--- config.mk ---
export PLATFORM = sky130hd
export DESIGN_NAME = alu_cmd_issuer
export DESIGN_NICKNAME = d
export VERILOG_FILES = /design/src/rtl/alu_ctrl_pkg.sv /design/src/rtl/alu_ctrl_decode.sv /design/src/rtl/alu_cmd_issuer.sv
export SDC_FILE = /design/constraint.sdc
export NUM_CORES = 1
export LEC_CHECK = 0
export CAP_MARGIN = 20
export CORE_MARGIN = 2
export CORE_UTILIZATION = 60
export DETAILED_ROUTE_END_ITERATION = 7
export DONT_BUFFER_PORTS = 1
export PLACE_DENSITY = 0.76
export SLEW_MARGIN = 15
export SYNTH_ARGS = -nofsm -noshare
export SYNTH_HDL_FRONTEND = slang
export SYNTH_SLANG_ARGS = --single-unit
--- constraint.sdc ---
create_clock -name clk_i -period 1.9 [get_ports clk_i]
set_input_delay 0.38 -clock clk_i [delete_from_list [all_inputs] [get_ports clk_i]]
set_output_delay 0.38 -clock clk_i [all_outputs]
set_load 0.02 [all_outputs]
--- src/rtl/alu_ctrl_pkg.sv ---
// Shared definitions for the ALU control path.
// Contents: ALU control codes, ALUOp encodings, R-type funct codes,
// and the issuer FSM state type.
package alu_ctrl_pkg;

    localparam int unsigned CTRL_CODE_W = 4;

    // ALU control codes
    localparam logic [CTRL_CODE_W-1:0] CTRL_AND = 4'b0000;
    localparam logic [CTRL_CODE_W-1:0] CTRL_OR  = 4'b0001;
    localparam logic [CTRL_CODE_W-1:0] CTRL_ADD = 4'b0010;
    localparam logic [CTRL_CODE_W-1:0] CTRL_SUB = 4'b0110;
    localparam logic [CTRL_CODE_W-1:0] CTRL_SLT = 4'b0111;
    localparam logic [CTRL_CODE_W-1:0] CTRL_ILL = 4'b1111;

    // ALUOp encodings from the main decoder
    localparam logic [1:0] ALUOP_ADD   = 2'b00;
    localparam logic [1:0] ALUOP_SUB   = 2'b01;
    localparam logic [1:0] ALUOP_RTYPE = 2'b10;
    localparam logic [1:0] ALUOP_ILL   = 2'b11;

    // R-type funct field codes
    localparam logic [5:0] FUNCT_ADD = 6'b100000;
    localparam logic [5:0] FUNCT_SUB = 6'b100010;
    localparam logic [5:0] FUNCT_AND = 6'b100100;
    localparam logic [5:0] FUNCT_OR  = 6'b100101;
    localparam logic [5:0] FUNCT_SLT = 6'b101010;

    typedef enum logic [1:0] {
        ST_IDLE = 2'd0,
        ST_EXEC = 2'd1,
        ST_RESP = 2'd2
    } issuer_state_e;

endpackage

--- src/rtl/alu_ctrl_decode.sv ---
// Combinational ALU control decoder (ALUOp + funct -> 4-bit ALU ctrl).
// Ports:
//   aluop_i   - 2-bit ALUOp: 00 add, 01 sub, 10 R-type, 11 illegal
//   funct_i   - 6-bit R-type funct field (used only for ALUOp 10)
//   ctrl_o    - ALU control code; CTRL_ILL for anything undecodable
//   illegal_o - high when the command did not decode
module alu_ctrl_decode
    import alu_ctrl_pkg::*;
(
    input  logic [1:0]             aluop_i,
    input  logic [5:0]             funct_i,
    output logic [CTRL_CODE_W-1:0] ctrl_o,
    output logic                   illegal_o
);

    always_comb begin
        ctrl_o    = CTRL_ILL;
        illegal_o = 1'b1;
        case (aluop_i)
            ALUOP_ADD: begin
                ctrl_o    = CTRL_ADD;
                illegal_o = 1'b0;
            end
            ALUOP_SUB: begin
                ctrl_o    = CTRL_SUB;
                illegal_o = 1'b0;
            end
            ALUOP_RTYPE: begin
                illegal_o = 1'b0;
                case (funct_i)
                    FUNCT_ADD: ctrl_o = CTRL_ADD;
                    FUNCT_SUB: ctrl_o = CTRL_SUB;
                    FUNCT_AND: ctrl_o = CTRL_AND;
                    FUNCT_OR:  ctrl_o = CTRL_OR;
                    FUNCT_SLT: ctrl_o = CTRL_SLT;
                    default: begin
                        ctrl_o    = CTRL_ILL;
                        illegal_o = 1'b1;
                    end
                endcase
            end
            default: begin
                ctrl_o    = CTRL_ILL;
                illegal_o = 1'b1;
            end
        endcase
    end

endmodule

--- src/rtl/alu_cmd_issuer.sv ---
// Initiator side of the 32-bit ALU interface.
// Accepts a command over valid/ready, drives the combinational ALU for one
// EXEC cycle, captures result/zero and returns them over a valid/ready
// response channel. Counts completed responses.
// Ports:
//   clk_i, rst_i               - clock, synchronous active-low reset
//   cmd_valid_i/cmd_ready_o    - command handshake
//   cmd_aluop_i, cmd_funct_i   - operation selection
//   cmd_src1_i, cmd_src2_i     - operands
//   alu_src1_o/src2_o/ctrl_o   - to ALU (held from latched registers)
//   alu_result_i, alu_zero_i   - from ALU
//   rsp_valid_o/rsp_ready_i    - response handshake
//   rsp_result_o, rsp_zero_o   - captured ALU outputs
//   rsp_illegal_o              - command did not decode
//   op_count_o                 - completed responses (wrapping)
module alu_cmd_issuer
    import alu_ctrl_pkg::*;
#(
    parameter int unsigned DATA_W = 32,
    parameter int unsigned CTRL_W = 4,
    parameter int unsigned CNT_W  = 16
) (
    input  logic              clk_i,
    input  logic              rst_i,
    input  logic              cmd_valid_i,
    output logic              cmd_ready_o,
    input  logic [1:0]        cmd_aluop_i,
    input  logic [5:0]        cmd_funct_i,
    input  logic [DATA_W-1:0] cmd_src1_i,
    input  logic [DATA_W-1:0] cmd_src2_i,
    output logic [DATA_W-1:0] alu_src1_o,
    output logic [DATA_W-1:0] alu_src2_o,
    output logic [CTRL_W-1:0] alu_ctrl_o,
    input  logic [DATA_W-1:0] alu_result_i,
    input  logic              alu_zero_i,
    output logic              rsp_valid_o,
    input  logic              rsp_ready_i,
    output logic [DATA_W-1:0] rsp_result_o,
    output logic              rsp_zero_o,
    output logic              rsp_illegal_o,
    output logic [CNT_W-1:0]  op_count_o
);

    issuer_state_e state_q, state_d;

    logic [DATA_W-1:0]      src1_q, src2_q;
    logic [CTRL_W-1:0]      ctrl_q;
    logic                   ill_q;
    logic [DATA_W-1:0]      res_q;
    logic                   zero_q;
    logic [CNT_W-1:0]       cnt_q;

    logic [CTRL_CODE_W-1:0] dec_ctrl;
    logic                   dec_ill;
    logic                   accept;
    logic                   capture;
    logic                   complete;

    alu_ctrl_decode u_decode (
        .aluop_i   (cmd_aluop_i),
        .funct_i   (cmd_funct_i),
        .ctrl_o    (dec_ctrl),
        .illegal_o (dec_ill)
    );

    always_comb begin
        state_d     = state_q;
        cmd_ready_o = 1'b0;
        rsp_valid_o = 1'b0;
        accept      = 1'b0;
        capture     = 1'b0;
        complete    = 1'b0;
        case (state_q)
            ST_IDLE: begin
                cmd_ready_o = 1'b1;
                if (cmd_valid_i) begin
                    accept  = 1'b1;
                    state_d = ST_EXEC;
                end
            end
            ST_EXEC: begin
                capture = 1'b1;
                state_d = ST_RESP;
            end
            ST_RESP: begin
                rsp_valid_o = 1'b1;
                // Response drain and next-command accept share this cycle,
                // giving one op every two cycles when streaming.
                if (rsp_ready_i) begin
                    complete    = 1'b1;
                    cmd_ready_o = 1'b1;
                    if (cmd_valid_i) begin
                        accept  = 1'b1;
                        state_d = ST_EXEC;
                    end else begin
                        state_d = ST_IDLE;
                    end
                end
            end
            default: state_d = ST_IDLE;
        endcase
    end

    always_ff @(posedge clk_i) begin
        if (!rst_i) begin
            state_q <= ST_IDLE;
            src1_q  <= '0;
            src2_q  <= '0;
            ctrl_q  <= '0;
            ill_q   <= 1'b0;
            res_q   <= '0;
            zero_q  <= 1'b0;
            cnt_q   <= '0;
        end else begin
            state_q <= state_d;
            if (accept) begin
                src1_q <= cmd_src1_i;
                src2_q <= cmd_src2_i;
                ctrl_q <= CTRL_W'(dec_ctrl);
                ill_q  <= dec_ill;
            end
            if (capture) begin
                res_q  <= alu_result_i;
                zero_q <= alu_zero_i;
            end
            if (complete) begin
                cnt_q <= cnt_q + CNT_W'(1);
            end
        end
    end

    assign alu_src1_o    = src1_q;
    assign alu_src2_o    = src2_q;
    assign alu_ctrl_o    = ctrl_q;
    assign rsp_result_o  = res_q;
    assign rsp_zero_o    = zero_q;
    assign rsp_illegal_o = ill_q;
    assign op_count_o    = cnt_q;

endmodule

==> summary.md <==
| Metric | Value |
|---|---|
| Pin count of the biggest net entering global routing | `70` |
| Tmin final | `1.78 ns` |
| Avg Cell Area, Syn | `7.97 µm²` |
| VDD IR-drop max | `0.611 mV` |
| Clk network pwr share | `0.511` |
| Final Worst Setup Slack | `0.120 ns` |
| DP Area | `0.00453 mm²` |
| Fin area | `0.00562 mm²` |
| Slowest stage delay, CP | `0.38 ns` |
| Count of flip-flops with a built-in enable after synthesis | `0` |
| Initial DRT Pass Iterations | `4` |
| Die X | `~90 µm` |
| Top delay family on crit path | `simple AND/OR/NAND/NOR gates` |
| Commonest non-fill, non-tap cell in the layout | `nand2_1` |
| Crit path cell chain | `nor2b_1 -> nor2_1` |
| P_sw | `between 1.5 and 2 mW` |
| Fmax | `between 0.5 and 0.6 GHz` |
| CP Buf/Inv Count | `0` |
| Worst min path class | `input pin to flop` |
| Power Total | `6.79 mW` |
| CORE AREA | `0.00714 mm²` |
| Initial Util | `0.608` |
| Initial antenna violation count | `0` |
| Post-route clock period utilization | `0.937` |
| Vias in the first global route | `3761` |
| Top_reg_cell synth | `dfxtp_1` |
| First-pass GRT wire length | `17.1 mm` |
| Worst Tran Pin Value | `0.456 ns` |
| HPWL after detailed placement | `7.35 mm` |
| Die ar. | `0.00793 mm²` |
| DR DRC count | `0` |
| Sequential share of power | `0.427` |
| Clk pin slew, worst setup/hold paths | `around 0.060 ns` |
| Clock latency on the worst-skew pair | `0.50 ns` |
| Switching power share of the total | `0.244` |
| Synthesized net count | `655` |
| Comb power frac | `0.063` |
| Leak | `2.14 nW` |
| Final Non-Filler Cells | `704` |
| Pwr dens | `1210 mW/mm²` |
| Yosys cell types | `32` |
| Final core utilization | `0.787` |
| Status | `complete, no violations` |
| Unrepaired setup endpoints after global routing | `false` |
| DP Worst Slack | `approximately 0.27 ns` |
| Total CTS buffers | `17` |
| Most frequent cells in the layout | `205 x nand2_1, 120 x dfxtp_1, 106 x a21oi_1` |
| Sequential fraction of the synthesis area | `0.553` |
| Worst Path Arrival | `1.40 ns` |
| Max-Cap Viols | `0` |
| DR vias | `3896` |
| Critical path startpoint category | `flop` |
| CP Capture Type | `primary output` |
| Total clock sinks | `120` |
| Antenna cell count | `0` |
| Cells after Synth | `545` |
| Yosys warnings | `0` |
| Initial DRC count | `197` |
| GRT overflow | `0` |
| Share of cells above drive strength 1 | `0.0992` |
| Number of synthesized register bits | `between 100 and 150` |
| Netlist Area Pre-Place | `0.00434 mm²` |
| Mean routed wirelength per cell | `between 15 and 20 µm` |
| Die Ht | `89.1 µm` |
| Post-CTS setup buffers | `0` |
| Port Buffer Count | `0` |
| CTS Root Cell | `clkbuf_8` |
| CTS tree | `done` |
| Vias per cell | `approximately 5.5` |
| Min Hold Slack | `between 0.015 and 0.02 ns` |
| Post-route ant nets | `0` |
| WP data required | `1.52 ns` |
| GRT Util Overall | `0.279` |
| GPL Wtd Cong | `slightly above 0.8` |
| Critical path's slowest cell | `dfxtp_1` |
| Post-synthesis async set-or-reset flop share | `0` |
| Area Overhead vs Synth | `29.4%` |
| Max Transition Viols Final | `0` |
| Crit path max fanout | `7` |
| Row count | `31` |
| I/O pins | `229` |
| Setup_tns | `0 ns` |
| Max-slew headroom | `0.696` |
| Final Hold Viols | `0` |
| Type of the worst setup path | `flop to primary output` |
| Pint | `5.13 mW` |
| H-tree depth | `4` |
| Nets | `702` |
| Max clock buf depth | `2` |
| Final setup vio count | `0` |
| Worst Skew | `0.0109 ns` |
| Placed insts | `628` |
| Detailed Route WL | `11.7 mm` |
## cells by family after synthesis
group / share of synthesized area
buffers and inverters: 0.0352
AOI/OAI and AO/OA: 0.136
and+or+nand+nor: 0.248
adders and majority gates: 0.00288
muxes: 0.00231
xor gates and xnor gates: 0.0222
DFF: 0.553
## power by group through the flow
stage,sequential (mW),clock [mW],combinational (mW)
4_1_cts,2.90,3.49,0.417
6_report,2.90,3.47,0.425
2_1_floorplan,2.92,0,0.272
3_3_place_gp,2.95,0,0.327
3_5_place_dp,2.95,0,0.343
5_1_grt,2.91,3.59,0.476
## path summary, 6_finish.rpt
check / startpoint / to / slack, ns / cells after the start
worst min-delay path: alu_result_i[28] / rsp_result_o[28] / 0.02 / 2
worst max-delay path: state_q[1] / cmd_ready_o / 0.12 / 2
worst max register to register: state_q[1] / op_count_o[15] / 0.25 / 4
worst min register to register: alu_src1_o[18] / alu_src1_o[18] / 0.55 / 2
## state kept, by name, summed over array words and instances, names as in the netlist
register / cells
alu_ctrl_o: 4
alu_src1_o: 32
alu_src2_o: 32
op_count_o: 16
rsp_illegal_o: 1
rsp_result_o: 32
rsp_zero_o: 1
state_q: 2
## repair_timing
action | CTS | global route
hold buffers | 44 | 0
endpoints found under the hold margin | 44 | 0
gates resized for setup | 0 | 0
## synth_stat cells (all sizes together), types with 2 or more instances
cell type  instances  area share
and4               2      0.0046
or3                3      0.0043
nor4               2      0.0029
nor3               3      0.0035
nand3              6      0.0069
nor2              17       0.015
inv                2      0.0017
clkbuf            30       0.026
xor2               6       0.012
and3               3      0.0043
dfxtp            120        0.55
a21oi            106        0.12
nand2            205        0.18
o21ai              5      0.0058
nand2b             2      0.0029
buf                7      0.0075
xnor2              5       0.010
nor2b              4      0.0058
nand4              5      0.0072
o311ai             2      0.0040
## area by class of cell
cell class	instances	area, µm²
sequential	120	2400
timing repair buffer	65	636
clock buffer	18	428
multi-input combinational	386	1800
tap	99	124
clock inverter	14	223
fill	488	1520
inverter	2	8.76
## metal layers
layer  part of all wire  routed length [µm]  up-vias  global-route usage
met5                  0                   0        -                   0
met4              0.021                 246        0               0.123
met3              0.086                1010       21               0.107
met2               0.52                6120      171               0.501
met1               0.37                4350     1820               0.287
li1                   -                   -     1884                   -
Note: power is estimated with default switching activity, not from simulation.
